`config.mk`:
```
export PLATFORM = sky130hd
export DESIGN_NAME = stream_skid_pipe
export DESIGN_NICKNAME = d
export VERILOG_FILES = /design/src/rtl/stream_pkg.sv /design/src/rtl/stream_skid_stage.sv /design/src/rtl/stream_skid_pipe.sv
export SDC_FILE = /design/constraint.sdc
export NUM_CORES = 1
export LEC_CHECK = 0
export ABC_CLOCK_PERIOD_IN_PS = 2300
export BUFFER_PORTS_ARGS = -buffer_cell sky130_fd_sc_hd__buf_2
export CAP_MARGIN = 10
export CORE_MARGIN = 2
export CORE_UTILIZATION = 50
export DETAILED_ROUTE_END_ITERATION = 10
export GPL_ROUTABILITY_DRIVEN = 0
export GPL_TIMING_DRIVEN = 0
export PLACE_DENSITY = 0.8
export SYNTH_ARGS = -nofsm -noshare
export SYNTH_HDL_FRONTEND = slang
export SYNTH_SLANG_ARGS = --single-unit
```
`constraint.sdc`:
```
create_clock -name clk -period 2.3 [get_ports clk]
set_clock_uncertainty 0.05 [all_clocks]
set_input_delay 0.23 -clock clk [delete_from_list [all_inputs] [get_ports clk]]
set_output_delay 0.23 -clock clk [all_outputs]
set_load 0.01 [all_outputs]
```
`src/rtl/stream_pkg.sv`:
```
// Shared types and helpers for the valid/ready skid pipeline.
// Stage state is the {skid_valid, main_valid} pair.
package stream_pkg;

  typedef enum logic [1:0] {
    ST_EMPTY = 2'b00,
    ST_BUSY  = 2'b01,
    ST_FULL  = 2'b11
  } stage_state_e;

  function automatic int stream_occ_width(input int stages);
    return $clog2(2 * stages + 1);
  endfunction

endpackage

```
`src/rtl/stream_skid_stage.sv`:
```
// One capacity-2 skid stage: main + skid register, ready from a flop.
// Optional synchronous flush under STREAM_PIPE_FLUSH_EN.
module stream_skid_stage
  import stream_pkg::*;
#(
  parameter int DATA_WIDTH = 8
) (
  input  logic                  clk,
  input  logic                  rst_n,
`ifdef STREAM_PIPE_FLUSH_EN
  input  logic                  flush,
`endif
  input  logic                  in_valid,
  output logic                  in_ready,
  input  logic [DATA_WIDTH-1:0] in_data,
  output logic                  out_valid,
  input  logic                  out_ready,
  output logic [DATA_WIDTH-1:0] out_data,
  output logic [1:0]            count
);

  logic                  main_valid_q, main_valid_d;
  logic                  skid_valid_q, skid_valid_d;
  logic [DATA_WIDTH-1:0] main_data_q, main_data_d;
  logic [DATA_WIDTH-1:0] skid_data_q, skid_data_d;
  logic                  in_fire;
  logic                  out_fire;
  stage_state_e          state;

  assign in_ready  = ~skid_valid_q;
  assign out_valid = main_valid_q;
  assign out_data  = main_data_q;
  assign count     = {1'b0, main_valid_q} + {1'b0, skid_valid_q};

  always_comb begin
    main_valid_d = main_valid_q;
    skid_valid_d = skid_valid_q;
    main_data_d  = main_data_q;
    skid_data_d  = skid_data_q;
    state        = stage_state_e'({skid_valid_q, main_valid_q});
    in_fire      = in_valid & ~skid_valid_q;
    out_fire     = main_valid_q & out_ready;
    unique case (state)
      ST_EMPTY: begin
        if (in_fire) begin
          main_valid_d = 1'b1;
          main_data_d  = in_data;
        end
      end
      ST_BUSY: begin
        if (in_fire && out_fire) begin
          main_data_d = in_data;
        end else if (in_fire) begin
          skid_valid_d = 1'b1;
          skid_data_d  = in_data;
        end else if (out_fire) begin
          main_valid_d = 1'b0;
        end
      end
      ST_FULL: begin
        if (out_fire) begin
          skid_valid_d = 1'b0;
          main_data_d  = skid_data_q;
        end
      end
      default: begin
        main_valid_d = 1'b0;
        skid_valid_d = 1'b0;
      end
    endcase
`ifdef STREAM_PIPE_FLUSH_EN
    if (flush) begin
      main_valid_d = 1'b0;
      skid_valid_d = 1'b0;
    end
`endif
  end

  always_ff @(posedge clk or negedge rst_n) begin
    if (!rst_n) begin
      main_valid_q <= 1'b0;
      skid_valid_q <= 1'b0;
      main_data_q  <= '0;
      skid_data_q  <= '0;
    end else begin
      main_valid_q <= main_valid_d;
      skid_valid_q <= skid_valid_d;
      main_data_q  <= main_data_d;
      skid_data_q  <= skid_data_d;
    end
  end

endmodule

```
`src/rtl/stream_skid_pipe.sv`:
```
// Chain of STAGES skid stages; cuts valid/data and ready paths per stage.
// Optional flush port under STREAM_PIPE_FLUSH_EN.
module stream_skid_pipe
  import stream_pkg::*;
#(
  parameter  int DATA_WIDTH = 8,
  parameter  int STAGES     = 2,
  localparam int OCC_W      = stream_occ_width(STAGES)
) (
  input  logic                  clk,
  input  logic                  rst_n,
`ifdef STREAM_PIPE_FLUSH_EN
  input  logic                  flush,
`endif
  input  logic                  s_valid,
  output logic                  s_ready,
  input  logic [DATA_WIDTH-1:0] s_data,
  output logic                  m_valid,
  input  logic                  m_ready,
  output logic [DATA_WIDTH-1:0] m_data,
  output logic [OCC_W-1:0]      occupancy
);

  logic [STAGES:0]                 vld;
  logic [STAGES:0]                 rdy;
  logic [STAGES:0][DATA_WIDTH-1:0] dat;
  logic [STAGES-1:0][1:0]          cnt;
  logic [OCC_W-1:0]                occ_sum;

  assign vld[0]      = s_valid;
  assign dat[0]      = s_data;
  assign s_ready     = rdy[0];
  assign rdy[STAGES] = m_ready;
  assign m_valid     = vld[STAGES];
  assign m_data      = dat[STAGES];

  for (genvar k = 0; k < STAGES; k++) begin : g_stage
    stream_skid_stage #(
      .DATA_WIDTH(DATA_WIDTH)
    ) u_stage (
      .clk      (clk),
      .rst_n    (rst_n),
`ifdef STREAM_PIPE_FLUSH_EN
      .flush    (flush),
`endif
      .in_valid (vld[k]),
      .in_ready (rdy[k]),
      .in_data  (dat[k]),
      .out_valid(vld[k+1]),
      .out_ready(rdy[k+1]),
      .out_data (dat[k+1]),
      .count    (cnt[k])
    );
  end

  always_comb begin
    occ_sum = '0;
    for (int i = 0; i < STAGES; i++) begin
      occ_sum = occ_sum + OCC_W'(cnt[i]);
    end
  end

  assign occupancy = occ_sum;

endmodule

```
==> results.py <==
metrics = {
    "logic_synthesis": {
        "yosysWarnings": 0,
        "synthCells": 140,
        "synthArstFlopShare_pct": 100.0,
        "syn_area_per_cell_um2": 12.57,
        "synth.net_count": 159,
        "synth_seq_cells": 36,
        "synth_flop_cell": "dfrtp_1",
        "synth_cell_types": 20,
        "ys_seq_area_share_pct": 51.21,
        "synth-edff-count": 0,
        "syn_area_um2": 1759,
    },
    "timing": {
        "slew_viol_final": 0,
        "fin_crit_sh_pct": 96.18,
        "relSlewSlack_pct": 49.43,
        "fmax_mhz": 452.0,
        "final.setup.tns_ns": 0,
        "setup_violations": 0,
        "worstMarginPinSlew_ns": 0.7585,
        "fin_crit_ns": 2.212,
        "setup_ws_ns": 0.08783,
        "rsz0062_at_grt": "no",
        "holdWs_ns": 0.08661,
        "hold_viol": 0,
    },
    "cells_and_area": {
        "fill_cells": 277,
        "final_util_pct": 60.49,
        "drive_gt1_share_pct": 48.59,
        "design_area_um2": 2034,
        "area_growth_pct": 15.65,
        "layout.nets": 196,
        "diodes": 0,
        "final_cells": 223,
        "final_cell_mix": "35 x dfrtp_1, 32 x mux2_2, 26 x buf_2",
        "final_common_cell": "dfrtp_1",
    },
    "detailed_routing": {
        "drc": 0,
        "post_drt_wl_per_cell_um": 13.33,
        "vias": 1109,
        "ant_nets": 0,
        "post_drt_via_cell_ratio": 4.973,
        "finalWirelength_mm": 2.973,
        "firstDrtPassIters": 4,
        "dr.first_iter.drc_count": 36,
    },
    "pwr": {
        "p_int_mw": 1.843,
        "switching_share_pct": 36.28,
        "pwr-share-comb_pct": 49.4,
        "clkPwrFrac_pct": 10.5,
        "netSwitchingPower_mw": 1.049,
        "p_seq_share_pct": 40.1,
        "peakVddDrop_mv": 0.5868,
        "total_power_mw": 2.892,
        "power_density_nw_per_um2": 1421,
        "leakage_nw": 0.9843,
    },
    "setup_path": {
        "critical_path_required_ns": 2.02,
        "cp_max_fo": 3,
        "crit_start": "g_stage[1].u_stage.out_valid",
        "crit_path_end_kind": "output port",
        "cp_slowest_stage_delay_ns": 0.53,
        "crit_family": "adder cells",
        "crit_arrival_ns": 1.93,
        "path_buf_inv": 3,
        "cp-start-kind": "register",
        "rr_startpoint": "g_stage[0].u_stage.out_valid",
        "critPathKind": "reg -> out",
        "crit_path_top_delay_cell": "fa_1",
        "cp_cell_sequence": "inv_2 -> fa_1 -> inv_1 -> ha_2 -> ha_1 -> buf_2",
    },
    "job": {
        "maxCapViolCount": 0,
    },
    "clock_network": {
        "cts-htree-levels": 2,
        "clk_latency_ns": 0.33,
        "cts_buffers": 5,
        "cts_tree": "yes",
        "clock_sinks": 36,
        "cts_buffer_depth": 2,
        "cts-root-buf": "clkbuf_4",
        "path_clk_slew_ns": 0.10,
    },
    "outcome": {
        "status": "complete, no violations",
    },
    "hold_path": {
        "min_path_type": "in -> reg",
        "hold_start": "s_data[6]",
    },
    "grt": {
        "grt_max_degree": 37,
        "grt_usage_pct": 16.89,
        "antenna_found_initial": 0,
        "grt_pass1_wl_mm": 5.154,
        "grt_overflow": 0,
        "grt_pass1_vias": 1154,
    },
    "place": {
        "hpwl_mm": 2.183,
        "dpl_cell_area_um2": 1937,
        "placed_cells": 210,
        "pre_cts_ws_ns": 0.3112,
        "io_buffers": 24,
    },
    "floorplanning": {
        "floorplan.rows": 21,
        "pin_count": 25,
        "design.die.area_um2": 4009,
        "core_um2": 3363,
        "die_h_um": 63.32,
        "chipWidth_um": 63.32,
        "initial_core_util_pct": 52.31,
    },
}
[state kept, by name, indices dropped and copies added, names as in the netlist]
name / count
g_stage.u_stage.out_data: 16
g_stage.u_stage.skid_data_q: 16
g_stage.u_stage.out_valid: 2
g_stage.u_stage.skid_valid_q: 2
[logic make-up after synthesis]
group	after synthesis	share of synthesized area [%]
compound gates	18	6.116
fa+ha+maj	7	5.405
buf+inv	16	5.476
flops	36	51.21
mux	40	25.04
simple gates	23	6.757
[synthesized netlist by cell type (all sizes together), types with 2 or more instances]
cell    count  area (µm²)
a21oi      11       55.05
nand2       2       10.01
dfrtp      36       900.9
mux2i       8       80.08
buf        11       77.57
and3        2       12.51
o21ai       5       25.02
nor2       13       51.30
inv         5       18.77
mux2       32       360.4
ha          6       75.07
nor2b       3       18.77
nand2b      3       26.27
[power by group through the flow]
stage               combinational [mW]  clock (mW)  sequential, mW
floorplan                         1.06           0            1.12
global placement                  1.27           0            1.15
detailed placement                1.35           0            1.19
CTS                               1.40       0.311            1.17
global route                      1.58       0.342            1.20
finish                            1.43       0.303            1.16
[timing repair]
item                                   in CTS  in global routing
endpoints found under the hold margin      36                  0
pin swaps                                   0                  0
setup endpoints to repair                   1                  1
resized for setup                           1                  2
setup buffers                               2                  3
hold buffers                                1                  0
[metal layers]
layer | vias up | GRT usage [%] | routed length (µm)
met2 | 22 | 27.66 | 1540
met4 | 0 | 7.065 | 46
met1 | 526 | 20.31 | 1271
li1 | 555 | - | -
met3 | 6 | 5.893 | 115
met5 | - | 0 | 0
[path summary, 6_finish.rpt]
kind                                                           to  slack [ns]  cells past startpoint
worst max-delay path                                 occupancy[1]        0.09                      6
worst min-delay path            g_stage[0].u_stage.skid_data_q[6]        0.09                      2
worst max register to register     g_stage[0].u_stage.out_data[0]        0.40                      6
worst min register to register  g_stage[0].u_stage.skid_data_q[2]        0.46                      1
max in group asynchronous            g_stage[0].u_stage.out_valid        1.23                      2
min in group asynchronous          g_stage[0].u_stage.out_data[3]        0.45                      2
[cell type report]
| class | count | area [µm²] | area share (%) |
|---|---|---|---|
| plain buffers | 11 | 77.57 | 3.813 |
| clock buffers | 6 | 41.29 | 2.030 |
| clock inverters | 1 | 5.005 | 0.2460 |
| inverters | 5 | 18.77 | 0.9225 |
| multi-input cells | 88 | 764.5 | 37.58 |
| flip-flops and latches | 36 | 902.1 | 44.34 |
| well taps | 46 | 57.56 | 2.829 |
| repair buffers | 30 | 167.7 | 8.241 |
Note: power is estimated with default switching activity, not from simulation.
